[src/rtl/isa_pkg.sv]
// Shared instruction-store constants and the program loader state encoding.
package isa_pkg;

    localparam int INST_W = 9;
    localparam int ADDR_W = 6;
    localparam int DEPTH  = 64;

    typedef enum logic [2:0] {
        IDLE    = 3'd0,
        LOAD    = 3'd1,
        RELEASE = 3'd2,
        RUN     = 3'd3,
        ERROR   = 3'd4
    } loader_state_t;

endpackage

[src/rtl/inst_loader.sv]
// Program loader: streams host words into the instruction store and holds the
// core in reset until the program is complete.
module inst_loader #(
    parameter int INST_W         = isa_pkg::INST_W,
    parameter int ADDR_W         = isa_pkg::ADDR_W,
    parameter int DEPTH          = isa_pkg::DEPTH,
    parameter int RELEASE_CYCLES = 2
) (
    input  logic              clk,
    input  logic              reset,
    input  logic              start,
    input  logic              in_valid,
    input  logic [INST_W-1:0] in_data,
    input  logic              in_last,
    output logic              in_ready,
    output logic              wr_en,
    output logic [ADDR_W-1:0] wr_addr,
    output logic [INST_W-1:0] wr_data,
    output logic              core_reset,
    output logic              load_done,
    output logic              overflow_err,
    output logic [ADDR_W:0]   word_count
);

    import isa_pkg::*;

    if (DEPTH != (1 << ADDR_W)) begin : g_depth_chk
        $error("inst_loader: DEPTH must equal 2**ADDR_W");
    end
    if (RELEASE_CYCLES < 1 || RELEASE_CYCLES > 15) begin : g_rel_chk
        $error("inst_loader: RELEASE_CYCLES must be in 1..15");
    end

    localparam logic [ADDR_W:0] FULL_COUNT = (ADDR_W+1)'(DEPTH);
    localparam logic [3:0]      REL_LOAD   = 4'(RELEASE_CYCLES);

    loader_state_t state, next_state;
    logic [3:0]    rel_cnt;
    logic          xfer;
    logic          full;
    logic          wr_fire;
    logic          begin_load;
    logic          running;

    assign in_ready   = (state == LOAD);
    assign xfer       = in_valid && in_ready;
    assign full       = (word_count == FULL_COUNT);
    assign wr_fire    = xfer && !full;
    assign begin_load = (state != LOAD) && (next_state == LOAD);
    // The core only leaves reset once RUN has been held for a full cycle,
    // so a restart from RUN re-asserts core_reset on the very next edge.
    assign running    = (state == RUN) && (next_state == RUN);

    always_comb begin
        next_state = state;
        unique case (state)
            IDLE: begin
                if (start) next_state = LOAD;
            end
            LOAD: begin
                if (xfer) begin
                    if (full)         next_state = ERROR;
                    else if (in_last) next_state = RELEASE;
                end
            end
            RELEASE: begin
                if (rel_cnt <= 4'd1) next_state = RUN;
            end
            RUN: begin
                if (start) next_state = LOAD;
            end
            ERROR: begin
                if (start) next_state = LOAD;
            end
            default: next_state = IDLE;
        endcase
    end

    always_ff @(posedge clk or posedge reset) begin
        if (reset) begin
            state <= IDLE;
        end else begin
            state <= next_state;
        end
    end

    always_ff @(posedge clk or posedge reset) begin
        if (reset) begin
            wr_en        <= 1'b0;
            core_reset   <= 1'b1;
            load_done    <= 1'b0;
            overflow_err <= 1'b0;
            word_count   <= '0;
            rel_cnt      <= '0;
        end else begin
            wr_en      <= wr_fire;
            core_reset <= !running;
            load_done  <= running;

            if (begin_load) begin
                word_count   <= '0;
                overflow_err <= 1'b0;
            end else if (wr_fire) begin
                word_count <= word_count + 1'b1;
            end

            if (xfer && full) begin
                overflow_err <= 1'b1;
            end

            if (wr_fire && in_last) begin
                rel_cnt <= REL_LOAD;
            end else if (state == RELEASE && rel_cnt != 4'd0) begin
                rel_cnt <= rel_cnt - 1'b1;
            end
        end
    end

    // Write port: address and data hold their last value between strobes.
    always_ff @(posedge clk or posedge reset) begin
        if (reset) begin
            wr_addr <= '0;
            wr_data <= '0;
        end else if (wr_fire) begin
            wr_addr <= word_count[ADDR_W-1:0];
            wr_data <= in_data;
        end
    end

endmodule

[config.mk]
export PLATFORM = sky130hd
export DESIGN_NAME = inst_loader
export DESIGN_NICKNAME = d
export VERILOG_FILES = /design/src/rtl/isa_pkg.sv /design/src/rtl/inst_loader.sv
export SDC_FILE = /design/constraint.sdc
export NUM_CORES = 1
export LEC_CHECK = 0
export CORE_UTILIZATION = 25
export CTS_CLUSTER_SIZE = 16
export DETAILED_ROUTE_END_ITERATION = 6
export PLACE_DENSITY_LB_ADDON = 0.3
export SETUP_SLACK_MARGIN = 0.1
export SYNTH_ARGS = -nofsm -noshare
export SYNTH_HDL_FRONTEND = slang
export SYNTH_SLANG_ARGS = --single-unit
[constraint.sdc]
create_clock -name clk -period 1.75 [get_ports clk]
set_input_delay 0.175 -clock clk [delete_from_list [all_inputs] [get_ports clk]]
set_output_delay 0.175 -clock clk [all_outputs]
set_load 0.05 [all_outputs]
==> summary.md, run 1 <==
| Metric | Value |
|---|---|
| Peak supply drop | `0.00127 V` |
| Crit-path slowest cell | `or4b_4` |
| Num Clock Sinks | `33` |
| Ys Warns | `0` |
| CTS tree | `yes` |
| First-pass GRT wire length | `5990 µm` |
| Mapped Cells | `~140` |
| Cell Area, Placed | `2210 µm²` |
| DR vias/cell | `4.73` |
| DRC viols | `0` |
| Fin. Hold Viols | `0` |
| Clk pwr share | `between 10% and 20%` |
| DR WL/cell | `13.7 µm` |
| P_sw | `1.75 mW` |
| Cell area power density | `1680 nW/µm²` |
| Max incr delay on CP | `570 ps` |
| Synthesized area | `1620 µm²` |
| Fin crit share | `98.6%` |
| Core Area | `6100 µm²` |
| DRT antenna net count | `0` |
| Syn Area/Cell | `between 10 and 15 µm²` |
| Net Sw Frac | `43.4%` |
| Die width | `82.5 µm` |
| Arr. time, crit path | `1910 ps` |
| Internal power | `2.28 mW` |
| Grt ovf | `0` |
| Num rows | `28` |
| Fin crit period | `about 1700 ps` |
| Cell variety after synth | `39` |
| Syn_nets | `154` |
| Leak | `1.19 nW` |
| Crit-path cells | `or4b_4, o21ai_4, buf_6, buf_6, mux2i_1` |
| Worst path most repeated cell | `buf_6` |
| RSZ-0062 raised after global routing | `yes` |
| Number of buffers created by CTS | `5` |
| Vias in the first global route | `1248` |
| Drt initial violations | `51` |
| Dpl hpwl | `2670 µm` |
| Area added between synthesis and finish | `48.6%` |
| Global-route usage over all layers | `roughly an eighth` |
| Clock transition at path regs | `70 ps` |
| Initial core utilization | `26.6%` |
| Worst Clk Skew | `7.68 ps` |
| Required time worst endpoint | `1940 ps` |
| Final GP Congestion | `0.720` |
| Initial antenna violation count | `0` |
| Pre-antenna DRT Iters | `4` |
| Final Slew Violations | `0` |
| I/O pin count | `41` |
| H-tree lvl count | `2` |
| CP Launch Type | `flip-flop` |
| Number of vias in the routed layout | `between 1000 and 1500` |
| Final wirelength | `roughly 3700 µm` |
| Yosys reg bits | `33` |
| Finish-stage setup viols | `0` |
| Hold crit path type | `in -> async` |
| # diodes | `0` |
| Sequential area share after synthesis | `51.1%` |
| Min Hold Slack | `288 ps` |
| Fmax achieved | `~580 MHz` |
| Worst-Margin Slew | `~520 ps` |
| Root Buffer | `clkbuf_8` |
| Final instance area | `~2400 µm²` |
| Peak fanout along the critical path | `5` |
| Post-CTS Hold Buffers | `0` |
| Max-cap violations | `0` |
| Setup CP Type | `reg -> reg` |
| Register share of total power | `between 20 and 30%` |
| Largest net degree at the start of global routing | `34` |
| Port Buffer Count | `40` |
| Clk buf depth | `2` |
| Crit end category | `flip-flop` |
| Nets | `216` |
| Slew HR | `65.2%` |
| Comb pwr share | `about 57%` |
| TNS Setup | `0 ps` |
| Status | `finished clean` |
| Die ar. | `between 6000 and 7000 µm²` |
| Vert. Die Dim | `82.5 µm` |
| Share of layout cells above drive strength 1 | `36.9%` |
| Worst-Skew Late Latency | `between 200 and 300 ps` |
==> worst paths after layout <==
kind / from / end / slack (ps) / cells after the start
max in group asynchronous: reset / core_reset / 1140 / 3
hold reg to reg: word_count[6] / word_count[6] / 500 / 1
min in group clk: word_count[6] / word_count[6] / 500 / 1
setup / recovery: word_count[2] / word_count[0] / 20 / 5
hold / removal: reset / wr_data[5] / 290 / 3
setup reg to reg: word_count[2] / word_count[0] / 20 / 5
==> area by class of cell <==
type	instances	area (µm²)
Fill cell	610	3690
Sequential cell	33	832
Multi-Input combinational cell	84	772
Timing Repair Buffer	60	576
Tap cell	75	93.8
Clock buffer	7	76.3
Inverter	13	51.3
Clock inverter	1	5.00
==> layout by cell type (no fill, tap or decap), types with 4 or more instances in the layout <==
master / instances
dfrtp_1: 28
buf_4: 25
clkdlybuf4s50_1: 21
inv_1: 12
mux2_4: 12
dlymetal6s2s_1: 9
nand3_1: 8
a21oi_1: 7
o21ai_0: 5
ha_1: 5
clkbuf_8: 5
buf_6: 4
dfrtp_2: 4
==> synth_stat cells, drive strengths merged <==
cell type	n	area [µm²]
dfrtp	32	801
inv	13	48.8
mux2	13	180
a21oi	9	45.0
nand3	8	40.0
o21ai	8	51.3
ha	5	62.6
nor3b	4	30.0
a21o	3	22.5
clkbuf	3	21.3
mux2i	3	30.0
or3	3	18.8
or3b	3	26.3
or4	3	22.5
a22o	2	20.0
buf	2	16.3
nand2b	2	12.5
nand4	2	12.5
or2	2	12.5
or4b	2	20.0
and3	1	7.51
and4bb	1	12.5
dfstp	1	26.3
nand2	1	3.75
nand4b	1	8.76
nand4bb	1	11.3
nor2	1	3.75
o2111ai	1	8.76
o211a	1	10.0
o211ai	1	7.51
o221ai	1	8.76
o31a	1	8.76
o31ai	1	7.51
==> cell families after synthesis <==
kind of cell    synth area share [%]
flops                           51.1
simple gates                    15.0
fa+ha+maj                       3.86
compound gates                  11.7
buf+inv                         5.33
mux                             13.0
==> sequential cells by signal (all words and copies together) (netlist names) <==
signal,cells
load_done,1
wr_data,9
rel_cnt,4
wr_addr,6
state,3
overflow_err,1
word_count,7
wr_en,1
core_reset,1
==> critical path: cells and delay by family (launching register included) <==
| family | cells | cell delay [ps] |
|---|---|---|
| mux | 1 | 210 |
| simple gates | 1 | 570 |
| flops | 1 | 400 |
| compound gates | 1 | 180 |
| buf+inv | 2 | 270 |
==> metrics by stage <==
stage	instances	utilization [%]	total power, mW	setup slack [ps]
2_1_floorplan	135	-	2.65	-309
3_3_place_gp	263	36.3	3.36	-23.3
3_5_place_dp	263	36.3	3.38	-59.3
4_1_cts	272	38.4	4.02	10.4
5_1_grt	273	39.5	4.29	-28.5
6_report	273	39.5	4.03	24.6
==> power by group through the flow <==
stage          logic (mW)  clock network [mW]  registers (mW)
2_1_floorplan       0.862                   0            1.79
3_3_place_gp         2.17                   0            1.18
3_5_place_dp         2.19                   0            1.19
4_1_cts              2.28               0.562            1.17
5_1_grt              2.47               0.603            1.22
6_report             2.31               0.544            1.18
==> timing repair <==
action	4_1_cts	5_1_grt
pin swaps	1	3
setup buffers	1	1
setup endpoints to repair	22	35
resized for setup	13	14
==> layer usage <==
metal	track usage, %	vias up	part of all wire [%]
li1	-	611	-
met1	15.9	632	48
met2	18.3	41	43
met3	3.19	6	7.0
met4	5.26	0	1.6
met5	0	-	0
(Power assumes the default switching activity.)
==> run 2: changes to the inputs <==
--- a/config.mk
+++ b/config.mk
@@ -10,6 +10,7 @@
 export DETAILED_ROUTE_END_ITERATION = 6
 export PLACE_DENSITY_LB_ADDON = 0.3
 export SETUP_SLACK_MARGIN = 0.1
+export SKIP_CTS_REPAIR_TIMING = 1
 export SYNTH_ARGS = -nofsm -noshare
 export SYNTH_HDL_FRONTEND = slang
 export SYNTH_SLANG_ARGS = --single-unit
==> summary.md, run 2 (synthesis gave the netlist of run 1 again) <==
| Metric | Value |
|---|---|
| DR WL/cell | `13.6 µm (-0.37%)` |
| Arr. time, crit path | `1940 ps (+30 ps)` |
| Number of fill cells | `612 (+0.33%)` |
| Vert. Die Dim | `82.5 µm (unchanged)` |
| DR vias/cell | `4.71 (-0.23%)` |
| Vias in the first global route | `1234 (-1.1%)` |
| Dpl hpwl | `2670 µm (unchanged)` |
| Failing checks | `negative setup slack` |
| Worst Clk Skew | `7.25 ps (-0.431 ps)` |
| Area added between synthesis and finish | `47.9%` |
| Crit end category | `flip-flop` |
| Worst-Margin Slew | `522 ps (+0.762 ps)` |
| Port Buffer Count | `40 (unchanged)` |
| Clk buf depth | `2 (unchanged)` |
| Worst path most repeated cell | `buf_6` |
| DRT antenna net count | `0 (unchanged)` |
| Drt initial violations | `47 (-7.8%)` |
| RSZ-0062 raised after global routing | `yes` |
| Final GP Congestion | `0.720 (unchanged)` |
| Largest register FFs | `9 (unchanged)` |
| Min Hold Slack | `286 ps (-2.12 ps)` |
| Grt ovf | `0 (unchanged)` |
| Final Core Density | `39.3% (-0.18 points)` |
| TNS Setup | `-17.5 ps (-17.5 ps)` |
| Worst-Skew Late Latency | `280 ps (about the same)` |
| Place WS | `-59.3 ps (unchanged)` |
| Die ar. | `6800 µm² (unchanged)` |
| Core Area | `6100 µm² (unchanged)` |
| Internal power | `2.27 mW (-0.29%)` |
| Final Slew Violations | `0 (unchanged)` |
| Finish-stage setup viols | `4 (+4)` |
| FF-to-FF End | `word_count[0]` |
| Fmax achieved | `570 MHz (-1.7%)` |
| Required time worst endpoint | `1940 ps (about the same)` |
| Worst Reg-to-Reg Cells | `5 (unchanged)` |
| Fin. Hold Viols | `0 (unchanged)` |
| Final wirelength | `3720 µm (-0.37%)` |
| Total power | `4.02 mW (-0.31%)` |
| Initial antenna violation count | `0 (unchanged)` |
| Hold crit path type | `in -> async` |
| Leak | `1.19 nW (about the same)` |
| Max incr delay on CP | `570 ps (about the same)` |
| Comb pwr share | `57.2% (about the same)` |
| H-tree lvl count | `2 (unchanged)` |
| Pre-antenna DRT Iters | `4 (unchanged)` |
| Share of layout cells above drive strength 1 | `37.4% (+0.51 points)` |
| Net Sw Frac | `43.4% (about the same)` |
| Top Registers | `wr_data x9, word_count x7, wr_addr x6` |
| Crit-path slowest cell | `or4b_4` |
| Max-cap violations | `0 (unchanged)` |
| Die width | `82.5 µm (unchanged)` |
| Num rows | `28 (unchanged)` |
| Num Clock Sinks | `33 (unchanged)` |
| Slew HR | `65.2% (about the same)` |
| Peak fanout along the critical path | `6 (+1)` |
| CTS tree | `yes` |
| Setup CP Type | `reg -> reg` |
| Status | `finished with violations` |
| Commonest non-fill, non-tap cell in the layout | `dfrtp_1` |
| DRC viols | `0 (unchanged)` |
| First-pass GRT wire length | `5910 µm (-1.3%)` |
| CP Launch Type | `flip-flop` |
| Initial core utilization | `26.6% (unchanged)` |
| Cell area power density | `1680 nW/µm² (+0.16%)` |
| Peak supply drop | `0.00127 V (+0.11%)` |
| # diodes | `0 (unchanged)` |
| R2R setup slack | `-6 ps (-30 ps)` |
| Clk pwr share | `13.5% (about the same)` |
| Root Buffer | `clkbuf_8` |
| Final WS setup | `-5.54 ps (-30.1 ps)` |
| Number of vias in the routed layout | `1287 (-0.23%)` |
| Register share of total power | `29.2% (about the same)` |
| Global-route usage over all layers | `11.9% (-0.14 points)` |
| P_sw | `1.75 mW (-0.34%)` |
| Crit-path cells | `or4b_4, o21ai_4, buf_6, buf_6, mux2i_1` |
| I/O pin count | `41 (unchanged)` |
| Number of buffers created by CTS | `5 (unchanged)` |
| R2R Path Start | `word_count[3]` |
| Fin crit share | `100% (+1.7 points)` |
| Fin crit period | `1760 ps (+30.1 ps)` |
| Largest net degree at the start of global routing | `34 (unchanged)` |
| Clock transition at path regs | `70 ps (about the same)` |
| Highest-count cells in the layout ignoring fill and taps | `27 x dfrtp_1, 25 x buf_4, 21 x clkdlybuf4s50_1, 12 x inv_1, 12 x mux2_4` |
| Nets | `216 (unchanged)` |
| Reg with most FFs | `wr_data` |
-- run 2: worst max-delay path by stage --
| stage | from | end | slack [ps] | cells after the start |
|---|---|---|---|---|
| after global routing | word_count[3] | wr_addr[2] | -50 | 4 |
| after detailed placement | in_valid | wr_data[7] | -60 | 5 |
| after CTS | word_count[5] | rel_cnt[1] | -60 | 5 |
| after global placement | in_valid | wr_data[7] | -20 | 5 |
| after floorplan | word_count[2] | wr_addr[5] | -310 | 6 |
| final | word_count[3] | word_count[0] | -6 | 5 |
-- run 2: stage by stage --
stage / cell area (µm²) / cells
2_1_floorplan: 1630 / 135
3_3_place_gp: 2210 / 263
3_5_place_dp: 2210 / 263
4_1_cts: 2290 / 271
5_1_grt: 2390 / 273
6_report: 2390 / 273
-- run 2: layer usage --
| layer | routed length (µm) | track usage [%] | vias to the layer above |
|---|---|---|---|
| li1 | - | - | 612 |
| met1 | 1770 | 15.6 | 629 |
| met2 | 1630 | 18.2 | 40 |
| met3 | 260 | 3.19 | 6 |
| met4 | 60 | 5.26 | 0 |
| met5 | 0 | 0 | - |
-- run 2: power groups by stage --
stage	sequential, mW	combinational (mW)	clock (mW)
2_1_floorplan	1.79	0.862	0
3_3_place_gp	1.18	2.17	0
3_5_place_dp	1.19	2.19	0
4_1_cts	1.17	2.20	0.562
5_1_grt	1.21	2.46	0.603
6_report	1.17	2.30	0.545
-- run 2: cell type report --
cell class	count	area [µm²]	area share (%)
sequential	33	833	34.8
multi-input combinational	84	759	31.7
timing repair buffer	60	576	24.0
tap	75	93.8	3.92
clock buffer	7	76.3	3.19
inverter	13	51.3	2.14
clock inverter	1	5.00	0.209
-- run 2: worst max-delay path, delay by kind of cell, from the launching register on --
| kind | cells | cell delay, ps |
|---|---|---|
| buffers and inverters | 2 | 270 |
| flip-flops | 1 | 420 |
| AO/OA/AOI/OAI | 1 | 180 |
| multiplexers | 1 | 210 |
| AND/OR/NAND/NOR | 1 | 570 |
